<file path="config.mk">
export PLATFORM = sky130hd
export DESIGN_NAME = descriptor_streamer_flat
export DESIGN_NICKNAME = d
export VERILOG_FILES = /design/src/rtl/descriptor_streamer_if.sv /design/src/rtl/descriptor_streamer.sv /design/src/flat_wrapper.sv
export SDC_FILE = /design/constraint.sdc
export NUM_CORES = 1
export LEC_CHECK = 0
export ABC_CLOCK_PERIOD_IN_PS = 2900
export CORE_MARGIN = 5
export CORE_UTILIZATION = 35
export DETAILED_ROUTE_END_ITERATION = 8
export GPL_ROUTABILITY_DRIVEN = 0
export HOLD_SLACK_MARGIN = 0.02
export MAX_ROUTING_LAYER = met4
export PLACE_DENSITY = 0.64
export SETUP_SLACK_MARGIN = 0.02
export SYNTH_ARGS = -nofsm -noshare
export SYNTH_HDL_FRONTEND = slang
export SYNTH_SLANG_ARGS = --single-unit
</file>
<file path="constraint.sdc">
create_clock -name clk -period 2.9 [get_ports clk]
set_input_delay 0.58 -clock clk [delete_from_list [all_inputs] [get_ports clk]]
set_output_delay 0.58 -clock clk [all_outputs]
set_load 0.02 [all_outputs]
</file>
<file path="src/rtl/descriptor_streamer_if.sv">
// Byte stream handshake between the descriptor streamer and the UART side.
// master drives data/valid, slave returns ready.
interface descriptor_streamer_if;
    logic [7:0] byte_data;
    logic       byte_valid;
    logic       byte_ready;

    modport master (
        output byte_data,
        output byte_valid,
        input  byte_ready
    );

    modport slave (
        input  byte_data,
        input  byte_valid,
        output byte_ready
    );
endinterface

</file>
<file path="src/rtl/descriptor_streamer.sv">
// Drains the descriptor BRAM as a framed MSB-first byte stream.
// Optional trailing XOR checksum byte: define DESCRIPTOR_STREAMER_CHECKSUM_EN.
module descriptor_streamer #(
    parameter int          DIMENSION  = 64,
    parameter int          PATCH_SIZE = 4,
    parameter logic [7:0]  HEADER     = 8'hA5,
    localparam int ADDR_W = $clog2(DIMENSION * DIMENSION),
    localparam int DESC_W =
        ($clog2(PATCH_SIZE / 2 * PATCH_SIZE / 2) + 1) * 8,
    localparam int NBYTES = DESC_W / 8
) (
    input  logic              clk,
    input  logic              rst_in,
    input  logic              start,
    input  logic [ADDR_W-1:0] desc_count,
    output logic [ADDR_W-1:0] desc_read_addr,
    input  logic [DESC_W-1:0] desc_read,
    descriptor_streamer_if.master byte_if,
    output logic              busy,
    output logic              stream_done
);

    // bidx indexes both the 3 header bytes and the NBYTES data bytes
    localparam int BW = ($clog2(NBYTES) > 2) ? $clog2(NBYTES) : 2;
    localparam logic [BW-1:0] LAST_B = BW'(NBYTES - 1);
    localparam logic [BW-1:0] LAST_H = BW'(2);

    typedef enum logic [2:0] {
        ST_IDLE,
        ST_HEADER,
        ST_FETCH,
        ST_SEND,
`ifdef DESCRIPTOR_STREAMER_CHECKSUM_EN
        ST_CHECK,
`endif
        ST_DONE
    } state_t;

    state_t            state;
    logic [ADDR_W-1:0] cnt;
    logic [ADDR_W:0]   widx;
    logic [ADDR_W:0]   widx_nx;
    logic [BW-1:0]     bidx;
    logic [1:0]        fcnt;
    logic [DESC_W-1:0] shreg;
    logic [15:0]       cnt16;
`ifdef DESCRIPTOR_STREAMER_CHECKSUM_EN
    logic [7:0]        csum;
`endif

    assign cnt16   = 16'(cnt);
    assign widx_nx = widx + (ADDR_W + 1)'(1);

    function automatic logic [7:0] hdr_sel(input logic [BW-1:0] i);
        case (i)
            BW'(0):  hdr_sel = HEADER;
            BW'(1):  hdr_sel = cnt16[15:8];
            default: hdr_sel = cnt16[7:0];
        endcase
    endfunction

    always_ff @(posedge clk) begin
        if (rst_in) begin
            state              <= ST_IDLE;
            cnt                <= '0;
            widx               <= '0;
            bidx               <= '0;
            fcnt               <= '0;
            shreg              <= '0;
            desc_read_addr     <= '0;
            byte_if.byte_data  <= '0;
            byte_if.byte_valid <= 1'b0;
            busy               <= 1'b0;
            stream_done        <= 1'b0;
`ifdef DESCRIPTOR_STREAMER_CHECKSUM_EN
            csum               <= '0;
`endif
        end else begin
            stream_done <= 1'b0;
            case (state)
                ST_IDLE: begin
                    if (start) begin
                        cnt   <= desc_count;
                        widx  <= '0;
                        bidx  <= '0;
                        busy  <= 1'b1;
                        state <= ST_HEADER;
`ifdef DESCRIPTOR_STREAMER_CHECKSUM_EN
                        csum  <= '0;
`endif
                    end
                end
                ST_HEADER: begin
                    if (!byte_if.byte_valid) begin
                        byte_if.byte_valid <= 1'b1;
                        byte_if.byte_data  <= hdr_sel(bidx);
                    end else if (byte_if.byte_ready) begin
`ifdef DESCRIPTOR_STREAMER_CHECKSUM_EN
                        csum <= csum ^ byte_if.byte_data;
`endif
                        if (bidx == LAST_H) begin
                            byte_if.byte_valid <= 1'b0;
                            bidx <= '0;
                            if (cnt != '0) begin
                                state          <= ST_FETCH;
                                fcnt           <= '0;
                                desc_read_addr <= widx[ADDR_W-1:0];
                            end else begin
`ifdef DESCRIPTOR_STREAMER_CHECKSUM_EN
                                state <= ST_CHECK;
`else
                                state       <= ST_DONE;
                                stream_done <= 1'b1;
                                busy        <= 1'b0;
`endif
                            end
                        end else begin
                            bidx <= bidx + BW'(1);
                            byte_if.byte_data <= hdr_sel(bidx + BW'(1));
                        end
                    end
                end
                ST_FETCH: begin
                    // address, wait, capture: matches the 2-cycle BRAM read
                    if (fcnt == 2'd2) begin
                        shreg <= desc_read;
                        bidx  <= '0;
                        state <= ST_SEND;
                    end else begin
                        fcnt <= fcnt + 2'd1;
                    end
                end
                ST_SEND: begin
                    if (!byte_if.byte_valid) begin
                        byte_if.byte_valid <= 1'b1;
                        byte_if.byte_data  <= shreg[DESC_W-1 -: 8];
                        shreg <= shreg << 8;
                    end else if (byte_if.byte_ready) begin
`ifdef DESCRIPTOR_STREAMER_CHECKSUM_EN
                        csum <= csum ^ byte_if.byte_data;
`endif
                        if (bidx == LAST_B) begin
                            byte_if.byte_valid <= 1'b0;
                            bidx <= '0;
                            widx <= widx_nx;
                            if (widx_nx == {1'b0, cnt}) begin
`ifdef DESCRIPTOR_STREAMER_CHECKSUM_EN
                                state <= ST_CHECK;
`else
                                state       <= ST_DONE;
                                stream_done <= 1'b1;
                                busy        <= 1'b0;
`endif
                            end else begin
                                state          <= ST_FETCH;
                                fcnt           <= '0;
                                desc_read_addr <= widx_nx[ADDR_W-1:0];
                            end
                        end else begin
                            bidx <= bidx + BW'(1);
                            byte_if.byte_data <= shreg[DESC_W-1 -: 8];
                            shreg <= shreg << 8;
                        end
                    end
                end
`ifdef DESCRIPTOR_STREAMER_CHECKSUM_EN
                ST_CHECK: begin
                    if (!byte_if.byte_valid) begin
                        byte_if.byte_valid <= 1'b1;
                        byte_if.byte_data  <= csum;
                    end else if (byte_if.byte_ready) begin
                        byte_if.byte_valid <= 1'b0;
                        state       <= ST_DONE;
                        stream_done <= 1'b1;
                        busy        <= 1'b0;
                    end
                end
`endif
                ST_DONE: begin
                    state <= ST_IDLE;
                end
                default: begin
                    state <= ST_IDLE;
                end
            endcase
        end
    end

endmodule
</file>
<file path="src/flat_wrapper.sv">
// flat-port wrapper written by rule: the top's interface ports become plain ports
module descriptor_streamer_flat 
#(
    parameter int          DIMENSION  = 64,
    parameter int          PATCH_SIZE = 4,
    parameter logic [7:0]  HEADER     = 8'hA5,
    localparam int ADDR_W = $clog2(DIMENSION * DIMENSION),
    localparam int DESC_W =
        ($clog2(PATCH_SIZE / 2 * PATCH_SIZE / 2) + 1) * 8,
    localparam int NBYTES = DESC_W / 8
)
  (clk, rst_in, start, desc_count, desc_read_addr, desc_read, busy, stream_done, byte_if_byte_data, byte_if_byte_valid, byte_if_byte_ready);
  descriptor_streamer_if byte_if_i ();
  input  logic clk;
  input  logic rst_in;
  input  logic start;
  input  logic [ADDR_W-1:0] desc_count;
  output logic [ADDR_W-1:0] desc_read_addr;
  input  logic [DESC_W-1:0] desc_read;
  output logic busy;
  output logic stream_done;
  output wire logic [$bits(byte_if_i.byte_data)-1:0] byte_if_byte_data;
  output wire logic [$bits(byte_if_i.byte_valid)-1:0] byte_if_byte_valid;
  input wire logic [$bits(byte_if_i.byte_ready)-1:0] byte_if_byte_ready;
  assign byte_if_byte_data = byte_if_i.byte_data;
  assign byte_if_byte_valid = byte_if_i.byte_valid;
  assign byte_if_i.byte_ready = byte_if_byte_ready;
  descriptor_streamer #(.DIMENSION(DIMENSION), .PATCH_SIZE(PATCH_SIZE), .HEADER(HEADER)) u_core (.clk(clk), .rst_in(rst_in), .start(start), .desc_count(desc_count), .desc_read_addr(desc_read_addr), .desc_read(desc_read), .byte_if(byte_if_i), .busy(busy), .stream_done(stream_done));
endmodule
</file>
# == After elaboration in Yosys (flattened, before gate mapping) ==
# Index checks and enable logic that the tools add are counted.
# op_classes
add_sub_neg,3
n_eq_ne,27
mux,77
reduce_logical,20
# op_table
operator,count
two-way mux 12 bit,8
two-way mux 24 bit,4
two-way mux 13 bit,4
two-way mux 8 bit,6
one-hot mux 24 bit (2 select lines),1
one-hot mux 8 bit (2 select lines),3
two-way mux 3 bit,10
two-way mux 2 bit,14
one-hot mux 13 bit (2 select lines),1
one-hot mux 12 bit (2 select lines),1
two-way mux 1 bit,20
AND reduction 10 bit,2
inequality test 2 x 1 -> 1 bit (second input constant),9
AND reduction 5 bit,3
adder 13 x 1 -> 13 bit (second input constant),1
equality test 13 x 12 -> 1 bit,1
inequality test 2 bit (second input constant),6
inequality test 3 bit (second input constant),4
one-hot mux 2 bit (3 select lines),2
one-hot mux 3 bit (4 select lines),1
nonzero test 12 bit,1
AND reduction 9 bit,1
nonzero test 3 bit,3
AND reduction 8 bit,1
other kinds (13),20
# totals
regBits,79
in_bits,40
output_inout_bits,23
wordCells,138

# == Longest topological paths before layout ==
# logic_depth
word_depth,7
depth_mapped,11
ltp_nobuf,9

# == Worst setup path after synthesis ==
# Ideal clock, no wire load.
# synth_path
kind,register to register
from,register u_core.widx[0]
to,register u_core.desc_read_addr[10]
setup_ns,0.081
arrival_ns,2.306
required_time_ns,2.819
path_slack_ns,0.514
path_stages_with_launch,11
n_path_buf,2
period_less_slack_ns,2.386
cell_sequence,dfxtp_1 > ha_1 > and3_1 > buf_4 > nand2_2 > a211o_1 > a2111oi_4 > nand4b_2 > and2_4 > buf_6 > a211oi_2
# synth_between
elab_chain_cells,6
word_cells_on_any_way,9
cone_classes,1 x add/sub; 2 x eq/ne; 5 x mux; 1 x reduce/logical
# synth_lines
item,line,source
start: declaration,descriptor_streamer.sv:41,logic [ADDR_W:0] widx;
start signal: assignment,descriptor_streamer.sv:145,widx <= widx_nx;
adder 13 x 1 -> 13 bit *,descriptor_streamer.sv:52,assign widx_nx = widx + (ADDR_W + 1)'(1);
"parallel branches: the longest is 5 deep, another holds equality test 13 x 12 -> 1 bit",n/a,
end signal: assignment,descriptor_streamer.sv:107,desc_read_addr <= widx[ADDR_W-1:0];
end signal: assignment,descriptor_streamer.sv:157,desc_read_addr <= widx_nx[ADDR_W-1:0];
end: declaration,descriptor_streamer.sv:16,"output logic [ADDR_W-1:0] desc_read_addr,"
# Every way passes the cells marked *. The select of a mux whose other input is x is not followed.
# A chain may end at the register's enable or synchronous reset.

# == Final worst setup path ==
# layout_path
from,register u_core.widx[1]
to,register u_core.desc_read_addr[11]
# Same word-level chain as after synthesis.

==> flow_summary_export.csv <==
group,metric,value,unit
status,status,"finished, final reports clean",
flow_run,maxCapViolations,0,
worst_hold_path,holdCritPathClass,"flip-flop to flip-flop",
route,ant_nets,0,
clock_network,clock_latency,0.33,ns
yosys,synthCells,554,
route,drcViolationCount,0,
timing,slew-limit-headroom,0.5435,
yosys,yosys.area.top_type_share,0.3658,
yosys,synth_area,4323,um2
yosys,yosysWarnings,0,
final_layout,instances_no_fill,766,
timing,min_period,2.673,ns
global_route,overflow,0,
clock_network,numClockSinks,79,
clock_network,cts_tree,"built",
global_route,grt_max_degree,41,
final_layout,fill_cells,1233,
clock_network,cts-buffers-inserted,9,
setup_path,cp_max_fo,12,
yosys,syn_avg_cell_area,7.803,um2
timing,finalSetupViolations,0,
power,leakage,1.830,nW
setup_path,critPathLaunchType,"flip-flop",
clock_network,root_buffer,"clkbuf_16",
floorplanning,die_w,121.1,um
worst_hold_path,hp-start,"u_core.shreg[6]",
route,via_per_inst,5.401,
timing,slew_violations,0,
floorplanning,start_util,0.3584,
yosys,syn_nets,602,
setup_path,rr_worst_depth,9,
setup_path,r2r_end,"u_core.desc_read_addr[11]",
setup_path,worstSetupPathType,"flip-flop to flip-flop",
yosys,synth.area.top_cells,"dfxtp_1, a21oi_1, nand2_1",
worst_hold_path,hold_end,"u_core.shreg[6]",
final_layout,layout-drive-gt1-share,0.08361,
final_layout,multiInputGateArea,2482,um2
final_layout,utilization,0.4452,
placement,hpwl,8.487,mm
final_layout,mostFrequentLayoutCells,"nand2_1, dfxtp_1, a21oi_1",
timing,hold_slack,0.4517,ns
floorplanning,die_y,121.1,um
floorplanning,rows,40,
final_layout,final_area,5370,um2
final_layout,final_common_cell,"nand2_1",
placement,post-place-ws,0.1963,ns
timing,rsz0062_at_grt,"false",
timing,fin_crit_sh,0.9216,
route,wl_per_cell,15.27,um
yosys,async_reset_ff_frac,0,
floorplanning,die_area,14670,um2
timing,hold_viol,0,
timing,fin_tns_setup,0,ns
worst_hold_path,holdPathStages,2,
route,initialDrtViolationCount,232,
setup_path,required,3.11,ns
clock_network,h-tree-depth,3,
setup_path,end_kind,"flip-flop",
route,via_count,4137,
timing,tightest_slew,0.6838,ns
floorplanning,core_area,12060,um2
setup_path,crit_arrival,2.88,ns
final_layout,fin_nets,641,
power,power_density,488.0,nW/um2
clock_network,clockBufferDepth,2,
yosys,ys_seq_area_frac,0.3658,
global_route,grt_first_pass_wirelength,19.70,mm
yosys,ys_types,58,
global_route,gr-usage-all-layers,0.1670,
timing,fin_ws,0.2274,ns
yosys,synth-seq-cells,79,
clock_network,clk_pin_slew,0.06,ns
global_route,antenna_found_initial,0,
timing,fmax,0.3742,GHz
floorplanning,pin_count,63,
global_route,grt_pass1_vias,4049,
route,drt_wl_total,11.70,mm
timing,fin_worst_skew,0.009545,ns
final_layout,area_growth,24.23,%
setup_path,rr_startpoint,"u_core.widx[1]",
final_layout,antenna-diode-count,0,
power,total_power,2.621,mW
placement,io_buffer_count,62,
placement,dpl.cell_count,750,
route,drtPass1Iterations,6,
yosys,ys.flop_type,"dfxtp_1",
setup_path,ff2ff_setup_slack,0.23,ns
yosys,synth_edf_count,0,
placement,placed_area,5047,um2
final_layout,register_area,1582,um2
yosys,synth.largest_area_cell,"dfxtp_1",
power,vdd_drop_max,0.2640,mV
==> cells in the mapped netlist, drive strengths merged (2+ instances only) <==
library cell and number:
nor2 53, xnor2 16, a31oi 3, nor2b 5, nor3b 4, a211o 2
inv 10, nand2 84, dfxtp 79, nand3 19, a311oi 17, nor4 6
nor3 15, xor2 6, clkbuf 34, a21oi 70, and4 2, a21o 3
nand4b 3, o21ai 16, o22ai 2, ha 8, buf 14, o221ai 4
mux2i 3, nand3b 3, a211oi 19, o31ai 2, o2111ai 2, a2111oi 3
nand2b 7, or3 10, and3 8, and2 3, a221oi 2, o211a 2
nand4 5
==> how the worst max path moves through the flow <==
stage                     cells after the start  slack (ns)            from                         to
after floorplan                              10        0.51  u_core.widx[0]  u_core.desc_read_addr[10]
after global placement                        9        0.35  u_core.widx[1]   u_core.desc_read_addr[6]
after detailed placement                      9        0.20  u_core.widx[1]  u_core.desc_read_addr[11]
after CTS                                     9        0.18  u_core.widx[1]  u_core.desc_read_addr[11]
after global routing                          9        0.04  u_core.widx[1]  u_core.desc_read_addr[11]
final                                         9        0.23  u_core.widx[1]  u_core.desc_read_addr[11]
==> layout make-up <==
type,instances,area share
multi-input combinational,416,0.4623
sequential,79,0.2945
timing repair buffer,76,0.1365
clock buffer,10,0.04264
tap,168,0.03914
clock inverter,6,0.01724
inverter,11,0.007689
==> metal layers <==
layer	GRT usage	part of all wire	routed length [um]
met5	-	0	0
met4	0.05742	0.018	215
met3	0.02984	0.059	685
met2	0.2793	0.51	5919
met1	0.2037	0.42	4879
==> what timing repair did <==
item / 4_1_cts / 5_1_grt
hold buffers: 0 / 0
setup buffers: 0 / 0
gates resized for setup: 0 / 1
endpoints found under the setup margin: 0 / 10
==> registers in the layout, indices dropped and copies added (netlist names) <==
signal and cells:
u_core.bidx 2, u_core.widx 13, u_core.shreg 24, u_core.byte_if.byte_valid 1, u_core.state 3, u_core.stream_done 1
u_core.busy 1, u_core.desc_read_addr 12, u_core.byte_if.byte_data 8, u_core.cnt 12, u_core.fcnt 2
==> power breakdown <==
part           switching (mW)  leakage (nW)  total, mW  internal (mW)
clock network           0.459         0.150       1.22          0.760
registers              0.0340         0.640       1.14           1.11
logic                   0.132          1.04      0.260          0.128
total                   0.625          1.83       2.62           2.00
==> logic make-up (layout without fill, tap and decap cells) <==
| family | after synthesis | after routing | synth area share |
|---|---|---|---|
| AND/OR/NAND/NOR | 232 | 232 | 0.2608 |
| AO/OA/AOI/OAI | 151 | 151 | 0.2373 |
| flip-flops | 79 | 79 | 0.3658 |
| buffers and inverters | 59 | 103 | 0.06136 |
| XOR/XNOR | 22 | 22 | 0.04457 |
| adder cells (fa/ha/maj) | 8 | 8 | 0.02316 |
| multiplexers | 3 | 3 | 0.006947 |
==> worst max-delay path: stages (launching register included) <==
cell       delay, ns
dfxtp_1         0.41
ha_1            0.31
nand3_1         0.30
a31oi_1         0.25
o2111ai_1       0.21
nor4b_4         0.42
nand4b_2        0.17
buf_4           0.22
a21oi_1         0.19
a211oi_2        0.07
Note: power is estimated with default switching activity, not from simulation.
